`config.mk`:
```
export PLATFORM = sky130hd
export DESIGN_NAME = demux_1to7_buf
export DESIGN_NICKNAME = d
export VERILOG_FILES = /design/src/rtl/demux_pkg.sv /design/src/rtl/demux_1to7_buf_skid_buf.sv /design/src/rtl/demux_1to7_buf.sv
export SDC_FILE = /design/constraint.sdc
export NUM_CORES = 1
export LEC_CHECK = 0
export BUFFER_PORTS_ARGS = -buffer_cell sky130_fd_sc_hd__buf_2
export CAP_MARGIN = 25
export CELL_PAD_IN_SITES_DETAIL_PLACEMENT = 0
export CELL_PAD_IN_SITES_GLOBAL_PLACEMENT = 2
export CORE_UTILIZATION = 27
export CTS_BUF_LIST = sky130_fd_sc_hd__clkbuf_4 sky130_fd_sc_hd__clkbuf_8 sky130_fd_sc_hd__clkbuf_16
export DETAILED_ROUTE_END_ITERATION = 7
export GPL_TIMING_DRIVEN = 0
export PLACE_DENSITY = 0.89
export SYNTH_ARGS = -nofsm -noshare
export SYNTH_HDL_FRONTEND = slang
export SYNTH_SLANG_ARGS = --single-unit
```
`constraint.sdc`:
```
create_clock -name i_clk -period 5.2 [get_ports i_clk]
set_input_delay 0.52 -clock i_clk [delete_from_list [all_inputs] [get_ports i_clk]]
set_output_delay 0.52 -clock i_clk [all_outputs]
set_load 0.01 [all_outputs]
```
`src/rtl/demux_pkg.sv`:
```
// Shared constants, FSM state encoding and select decode for the 1-to-7 demux.
package demux_pkg;

  localparam int DATA_W = 32;
  localparam int N_DEST = 7;
  localparam int SEL_W  = 4;
  localparam int CNT_W  = 8;

  typedef enum logic [1:0] {
    EMPTY = 2'd0,
    FULL  = 2'd1,
    SKID  = 2'd2
  } state_t;

  // Out-of-range selects decode to no destination at all.
  function automatic logic [6:0] onehot7(input logic [SEL_W-1:0] sel);
    if (sel > SEL_W'(6)) return 7'b0;
    return 7'b1 << sel;
  endfunction

endpackage

```
`src/rtl/demux_1to7_buf_skid_buf.sv`:
```
// One-entry data+select holding register: i_valid loads an entry, i_ready pops it.
module skid_buf #(
  parameter int DATA_W = 32,
  parameter int SEL_W  = 4
) (
  input  logic              i_clk,
  input  logic              i_rst_n,
  input  logic              i_valid,
  input  logic [DATA_W-1:0] i_data,
  input  logic [SEL_W-1:0]  i_sel,
  input  logic              i_ready,
  output logic              o_valid,
  output logic [DATA_W-1:0] o_data,
  output logic [SEL_W-1:0]  o_sel
);
  import demux_pkg::*;

  logic              r_valid;
  logic [DATA_W-1:0] r_data;
  logic [SEL_W-1:0]  r_sel;

  always_ff @(posedge i_clk) begin
    if (!i_rst_n) begin
      r_valid <= 1'b0;
      r_data  <= '0;
      r_sel   <= '0;
    end else if (i_valid) begin
      r_valid <= 1'b1;
      r_data  <= i_data;
      r_sel   <= i_sel;
    end else if (i_ready) begin
      r_valid <= 1'b0;
    end
  end

  assign o_valid = r_valid;
  assign o_data  = r_data;
  assign o_sel   = r_sel;

endmodule

```
`src/rtl/demux_1to7_buf.sv`:
```
// Registered 1-to-7 demux with valid/ready on both sides, invalid-select drop counting.
// Optional second (skid) entry, which removes the i_ready->o_ready path, under DEMUX_SKID_EN.
module demux_1to7_buf #(
  parameter int DATA_W = demux_pkg::DATA_W,
  parameter int N_DEST = demux_pkg::N_DEST,
  parameter int SEL_W  = demux_pkg::SEL_W,
  parameter int CNT_W  = demux_pkg::CNT_W
) (
  input  logic              i_clk,
  input  logic              i_rst_n,
  input  logic [DATA_W-1:0] i_data,
  input  logic [SEL_W-1:0]  i_sel,
  input  logic              i_valid,
  output logic              o_ready,
  output logic [DATA_W-1:0] o_data,
  output logic [N_DEST-1:0] o_valid,
  input  logic [N_DEST-1:0] i_ready,
  output logic              o_err,
  output logic [CNT_W-1:0]  o_drop_cnt,
  output logic [1:0]        o_dbg_state
);
  import demux_pkg::*;

  // Handshake: a beat moves on a side whenever valid and ready are both high in
  // the same cycle; a beat offered on the output is held until it is taken.
  state_t            r_state, w_state_nxt;
  logic [DATA_W-1:0] r_data, w_data_nxt;
  logic [SEL_W-1:0]  r_sel, w_sel_nxt;
  logic              r_err;
  logic [CNT_W-1:0]  r_drop_cnt;
  logic              w_deliver, w_accept, w_sel_ok, w_drop;

  assign o_valid   = (r_state == EMPTY) ? '0 : onehot7(r_sel);
  assign w_deliver = |(o_valid & i_ready);
  assign w_accept  = i_valid && o_ready;
  assign w_sel_ok  = (i_sel < SEL_W'(N_DEST));
  assign w_drop    = w_accept && !w_sel_ok;

`ifdef DEMUX_SKID_EN
  logic              w_skid_load, w_skid_pop, w_skid_valid;
  logic [DATA_W-1:0] w_skid_data;
  logic [SEL_W-1:0]  w_skid_sel;

  // Skid entry occupancy is a flop, so o_ready never depends on i_ready.
  assign o_ready     = i_rst_n && !w_skid_valid;
  assign w_skid_load = w_accept && w_sel_ok && (r_state == FULL) && !w_deliver;
  assign w_skid_pop  = (r_state == SKID) && w_deliver;

  skid_buf #(.DATA_W(DATA_W), .SEL_W(SEL_W)) u_skid (
    .i_clk   (i_clk),
    .i_rst_n (i_rst_n),
    .i_valid (w_skid_load),
    .i_data  (i_data),
    .i_sel   (i_sel),
    .i_ready (w_skid_pop),
    .o_valid (w_skid_valid),
    .o_data  (w_skid_data),
    .o_sel   (w_skid_sel)
  );
`else
  assign o_ready = i_rst_n && ((r_state == EMPTY) || w_deliver);
`endif

  always_comb begin
    w_state_nxt = r_state;
    w_data_nxt  = r_data;
    w_sel_nxt   = r_sel;
    case (r_state)
      EMPTY: begin
        if (w_accept && w_sel_ok) begin
          w_state_nxt = FULL;
          w_data_nxt  = i_data;
          w_sel_nxt   = i_sel;
        end
      end
      FULL: begin
        if (w_accept && w_sel_ok) begin
`ifdef DEMUX_SKID_EN
          if (w_deliver) begin
            w_data_nxt = i_data;
            w_sel_nxt  = i_sel;
          end else begin
            w_state_nxt = SKID;
          end
`else
          w_data_nxt = i_data;
          w_sel_nxt  = i_sel;
`endif
        end else if (w_deliver) begin
          // Covers a dropped beat accepted alongside the deliver as well.
          w_state_nxt = EMPTY;
        end
      end
`ifdef DEMUX_SKID_EN
      SKID: begin
        if (w_deliver) begin
          w_state_nxt = FULL;
          w_data_nxt  = w_skid_data;
          w_sel_nxt   = w_skid_sel;
        end
      end
`endif
      default: w_state_nxt = EMPTY;
    endcase
  end

  always_ff @(posedge i_clk) begin
    if (!i_rst_n) begin
      r_state    <= EMPTY;
      r_data     <= '0;
      r_sel      <= '0;
      r_err      <= 1'b0;
      r_drop_cnt <= '0;
    end else begin
      r_state <= w_state_nxt;
      r_data  <= w_data_nxt;
      r_sel   <= w_sel_nxt;
      r_err   <= w_drop;
      if (w_drop && (r_drop_cnt != {CNT_W{1'b1}})) r_drop_cnt <= r_drop_cnt + 1'b1;
    end
  end

  assign o_data      = r_data;
  assign o_err       = r_err;
  assign o_drop_cnt  = r_drop_cnt;
  assign o_dbg_state = r_state;

endmodule

```
* After elaboration in Yosys (flattened, before gate mapping)
Index checks and enable logic that the tools add are counted.
** Storage, ports and cells
- Register bits after elaboration :: 47
- Logic and storage cells :: 35
- Input port bits :: 46
- Output and inout bits :: 51
** Operators by class
- Bitwise operators :: 1
- Order comparisons :: 2
- Add/subtract/negate cells :: 1
- Shift-type cells :: 1
- Equality and inequality tests :: 5
- Multiplexer cells :: 8
- Reductions and logical operators :: 12
** Operator list (count)
- two-way mux 7 bit :: 3
- adder 8 x 1 -> 8 bit (second input constant) :: 1
- inequality test 8 bit (second input constant) :: 1
- bitwise AND 7 bit :: 1
- OR reduction 7 bit :: 1
- << shifter 1 x 4 -> 7 bit (first input constant) :: 1
- two-way mux 2 bit :: 3
- logical AND 1 bit :: 5
- greater-than comparator 4 x 3 -> 1 bit (second input constant) :: 1
- < comparator 4 x 3 -> 1 bit (second input constant) :: 1
- inequality test 2 bit (second input constant) :: 2
- one-hot mux 2 bit (2 select lines) :: 1
- AND reduction 3 bit :: 1
- == test 2 x 1 -> 1 bit (second input constant) :: 1
- logical NOT 2 bit :: 1
- inequality test 2 x 1 -> 1 bit (second input constant) :: 1
- AND reduction 2 bit :: 1
- OR reduction 2 bit :: 1
- logical NOT 1 bit :: 1
- logical OR 1 bit :: 1
- two-way mux 1 bit :: 1

* Longest topological paths before layout
- Word-level depth :: 12
- Mapped depth :: 8
- Mapped depth without buffers :: 5

* Worst setup path after synthesis
No wires, ideal clock.
- Kind :: in2reg
- Start :: input port i_ready[5]
- End :: register r_data[0], in the netlist o_data[0]
- Data arrival time :: 1904 ps
- Path buffers :: 3
- Setup time :: 67 ps
- Required time :: 5133 ps
- Slack :: 3229 ps
- Cell stages on the path :: 8
- Cell sequence :: mux2i_1 -> o32ai_4 -> or4_1 -> buf_2 -> and2_1 -> buf_6 -> buf_6 -> o21ai_2
** Between the ends
- Word-level cells in the longest chain between the ends :: 7
** RTL lines
- start, declared :: RTL line demux_1to7_buf.sv:17 : input logic [N_DEST-1:0] i_ready,
- bitwise AND 7 bit :: RTL line demux_1to7_buf.sv:34 : assign w_deliver = |(o_valid & i_ready);
- OR reduction 7 bit :: RTL line demux_1to7_buf.sv:34
- logical OR 1 bit :: RTL line demux_1to7_buf.sv:61 : assign o_ready = i_rst_n && ((r_state == EMPTY) || w_deliver);
- logical AND 1 bit :: RTL line demux_1to7_buf.sv:61
- logical AND 1 bit :: RTL line demux_1to7_buf.sv:35 : assign w_accept = i_valid && o_ready;
- logical AND 1 bit :: RTL line demux_1to7_buf.sv:70, demux_1to7_buf.sv:77
- AND reduction 2 bit (no source line)
- end signal, assigned :: RTL line demux_1to7_buf.sv:116 : r_data <= w_data_nxt;
- end, declared :: RTL line demux_1to7_buf.sv:27 : logic [DATA_W-1:0] r_data, w_data_nxt;
No other way between the ends.
A chain may end at the register's enable or synchronous reset.

* Worst setup path in the final report
- Start :: register r_sel[0]
- End :: output port o_ready
** Between the ends
- Word-level cells in the longest chain between the ends :: 8
- Elaborated cells on any way between the ends :: 9
- Classes of those cells :: order compare (1); shift (1); mux (3); bitwise (1); reduce/logical (3)
** RTL lines
- start, declared :: RTL line demux_1to7_buf.sv:28 : logic [SEL_W-1:0] r_sel, w_sel_nxt;
- start signal, assigned :: RTL line demux_1to7_buf.sv:117 : r_sel <= w_sel_nxt;
- greater-than comparator 4 x 3 -> 1 bit :: RTL line demux_pkg.sv:17 : if (sel > SEL_W'(6)) return 7'b0;
- two-way mux 1 bit :: RTL line demux_pkg.sv:17
- two-way mux 7 bit (*) :: RTL line demux_pkg.sv:18 : return 7'b1 << sel;
- two-way mux 7 bit (*) :: RTL line demux_1to7_buf.sv:33 : assign o_valid = (r_state == EMPTY) ? '0 : onehot7(r_sel);
- bitwise AND 7 bit (*) :: RTL line demux_1to7_buf.sv:34
- OR reduction 7 bit (*) :: RTL line demux_1to7_buf.sv:34
- logical OR 1 bit (*) :: RTL line demux_1to7_buf.sv:61
- logical AND 1 bit (*) :: RTL line demux_1to7_buf.sv:61
- end, declared :: RTL line demux_1to7_buf.sv:14 : output logic o_ready,
Mark *: on every way between the ends. The rest lies on a longest branch, timed or not.

==> out/results.txt <==
Startpoint Class -> flip-flop
Largest net degree at the start of global routing -> 13
TritonCTS Sinks -> 46
Max Buffers Root-to-Sink -> 2
Layout cells sized above 1 -> 0.4128
Switch Pwr -> 187.0 uW
Final Hold Slack -> 0.4476 ns
Synth warn -> 0
Fin util -> 0.3760
Yosys top cell by area -> dfxtp_1
Maximum VDD drop -> 0.0001066 V
First-pass GRT wire length -> 9908 microns
Leak -> 0.001267 uW
Cts hold-fix bufs -> 0
Peak Freq -> 428.9 MHz
GRT Util Overall -> 0.1488
Register share of total power -> 0.539
DR WL/cell -> 13.07 microns
Post-CTS Setup Inserts -> 0
Complex-gate fraction of the synthesized area -> 0.1710
Final Slew Violations -> 0
Worst r2r src -> r_sel[0]$_SDFFE_PN0P_
HP Start -> i_data[14]
Largest stage delay on the critical path -> 0.51 ns
PortBufs -> 94
Die height -> 89.74 microns
Combinational family with the most area after synthesis -> simple AND/OR/NAND/NOR gates
Pwr Density -> 255.6 nW/um^2
Power share of the combinational group -> 0.149
H-tree depth -> 2
Setup violations, final -> 0
Synth area leaders -> dfxtp_1 44%, o21ai_2 12%, nand3_1 9.6%
Crit path time final -> 2.332 ns
Clk_lat worst skew -> 0.29 ns
Hold Vio Cnt, Final -> 0
MaxCap Viol Count -> 0
Worst-path clk slew -> 0.08 ns
Grt ovf -> 0
Worst min-delay path category -> input port to flip-flop
RSZ-0062 raised after global routing -> false
Initial antenna violation count -> 0
Post-route DRC -> 0
XOR/XNOR share of the synthesized area -> 0
Vias per inst -> 4.567
Worst path arrival time -> 1.81 ns
GPL Wtd Cong -> 0.8100
Root Buffer -> clkbuf_8
Resize count post-CTS -> 0
Synth Area per Inst -> 8.552 sq um
Post-synthesis simple-gate area fraction -> 0.2763
Final #Nets -> 391
Placement Rows -> 31
CP cell instances -> or2b_4 > nor3_1 > nor4_2 > nor2_1 > buf_2
Pint -> 517.6 uW
Status -> complete, no violations
Initial core utilization -> 0.2835
Die area -> 8052 sq um
DP Area -> 2673 sq um
Antenna cells -> 0
Mapped cell area -> 2078 sq um
Syn Nets -> 290
Period Utilization, post-route -> 0.4484
Setup_tns -> 0 ns
CTS tree -> built
Worst slew margin -> 0.6150
Detail Route Antenna Nets -> 0
Routed WL -> 5788 microns
Clk_skew -> 0.003628 ns
Placeable Area -> 7331 sq um
Share of the yosys chip area belonging to registers -> 0.4431
CP top delay family -> simple AND/OR/NAND/NOR gates
Io pins -> 97
Switching Fraction -> 0.2654
Crit path buffers/inverters -> 1
Via count -> 2023
DR iter-0 viols -> 50
Final instance area -> 2756 sq um
Slowest CP cell -> nor4_2
Synth Area in Adders -> 0.006020
DRT Pass-1 Iters -> 4
Worst-path maximum fanout -> 7
Unique cell type count in the Yosys netlist -> 35
Die X -> 89.74 microns
Vias in the first global route -> 2088
Post-Synthesis Cells -> 243
Inserted Clock Buffers -> 5
Crit path launch -> r_sel[0]$_SDFFE_PN0P_
Area delta synth->final -> 32.63%
Clock power frac -> 0.312
Yosys top cell area share -> 0.4431
Post-DP HPWL -> 4256 microns
Pre-CTS setup slack -> 2.896 ns
Worst setup margin -> 2.868 ns
Synth Register Bits -> 46
Mux share of post-synthesis cell area -> 0.03853
Crit end category -> output pin
Worst slew pin tran -> 0.5701 ns
WS Path Type -> flip-flop to output pin
Worst EP required -> 4.68 ns
[worst min-delay path: cells and delay by family]
kind                   cells  cell delay, ns
buffers and inverters      1            0.07
AO/OA/AOI/OAI              1            0.05
AND/OR/NAND/NOR            1            0.07
[layer usage]
metal	up-vias	track usage	part of all wire
met1	921	0.1910	0.48
met5	-	0	0
met3	5	0.04484	0.064
li1	1040	-	-
met4	0	0.03279	0.0085
met2	57	0.2449	0.44
[flip-flops by register name, summed over array words and instances, names as in the netlist]
signal / cells
o_data: 32
o_dbg_state: 1
o_drop_cnt: 8
r_sel: 4
o_err: 1
[final timing paths]
check / endpoint / slack, ns / cells after the start
max: o_ready / 2.87 / 5
min: o_data[14]$_SDFFE_PN0P_ / 0.45 / 3
max reg2reg: o_data[13]$_SDFFE_PN0P_ / 3.07 / 8
min reg2reg: o_data[29]$_SDFFE_PN0P_ / 0.46 / 2
[layout by cell type (no fill, tap or decap), drive strengths merged]
master  instances
a21oi           1
a31oi           1
a41oi           1
and2            1
and3            1
and4            1
buf           102
clkbuf         18
conb            1
dfxtp          46
ha              1
inv             6
mux2i           8
nand2          46
nand2b          1
nand3          40
nand4           3
nand4b          1
nor2           14
nor3            2
nor4            2
o21ai          35
o31ai           2
o32ai           1
o41ai           1
or2b            1
or3             3
or3b            2
or4             2
[power by group through the flow]
stage	combinational (uW)	clock (uW)	sequential, uW
finish	105	220	380
global route	118	240	382
CTS	108	228	380
detailed placement	107	0	388
global placement	107	0	387
floorplan	52.6	0	394
[area by class of cell]
type	count	area (sq um)
fillers	792	4574
multi-input cells	172	1026
flip-flops and latches	46	920.9
repair buffers	94	470.5
well taps	99	123.9
plain buffers	19	108.9
clock buffers	7	83.83
inverters	6	22.52
[cell families (layout without fill, tap and decap cells)]
group                      Yosys count  count (layout)
AOI/OAI and AO/OA                   42              42
adders and majority gates            1               1
buffers and inverters               25             126
DFF                                 46              46
muxes                                8               8
other                                1               1
and+or+nand+nor                    120             120
[stage by stage]
step | total power, uW | cells
CTS | 715.0 | 443
floorplan | 446.9 | 243
global placement | 494.2 | 436
detailed placement | 495.0 | 436
global route | 740.4 | 443
finish | 704.7 | 443
[synth_stat cells (all sizes together)]
cell type and instances:
a21oi 1, a31oi 1, a41oi 1, and2 1, and3 1, and4 1
buf 8, clkbuf 11, conb 1, dfxtp 46, ha 1, inv 6
mux2i 8, nand2 46, nand2b 1, nand3 40, nand4 3, nand4b 1
nor2 14, nor3 2, nor4 2, o21ai 35, o31ai 2, o32ai 1
o41ai 1, or2b 1, or3 3, or3b 2, or4 2
Power figures use the tool's default switching activity.
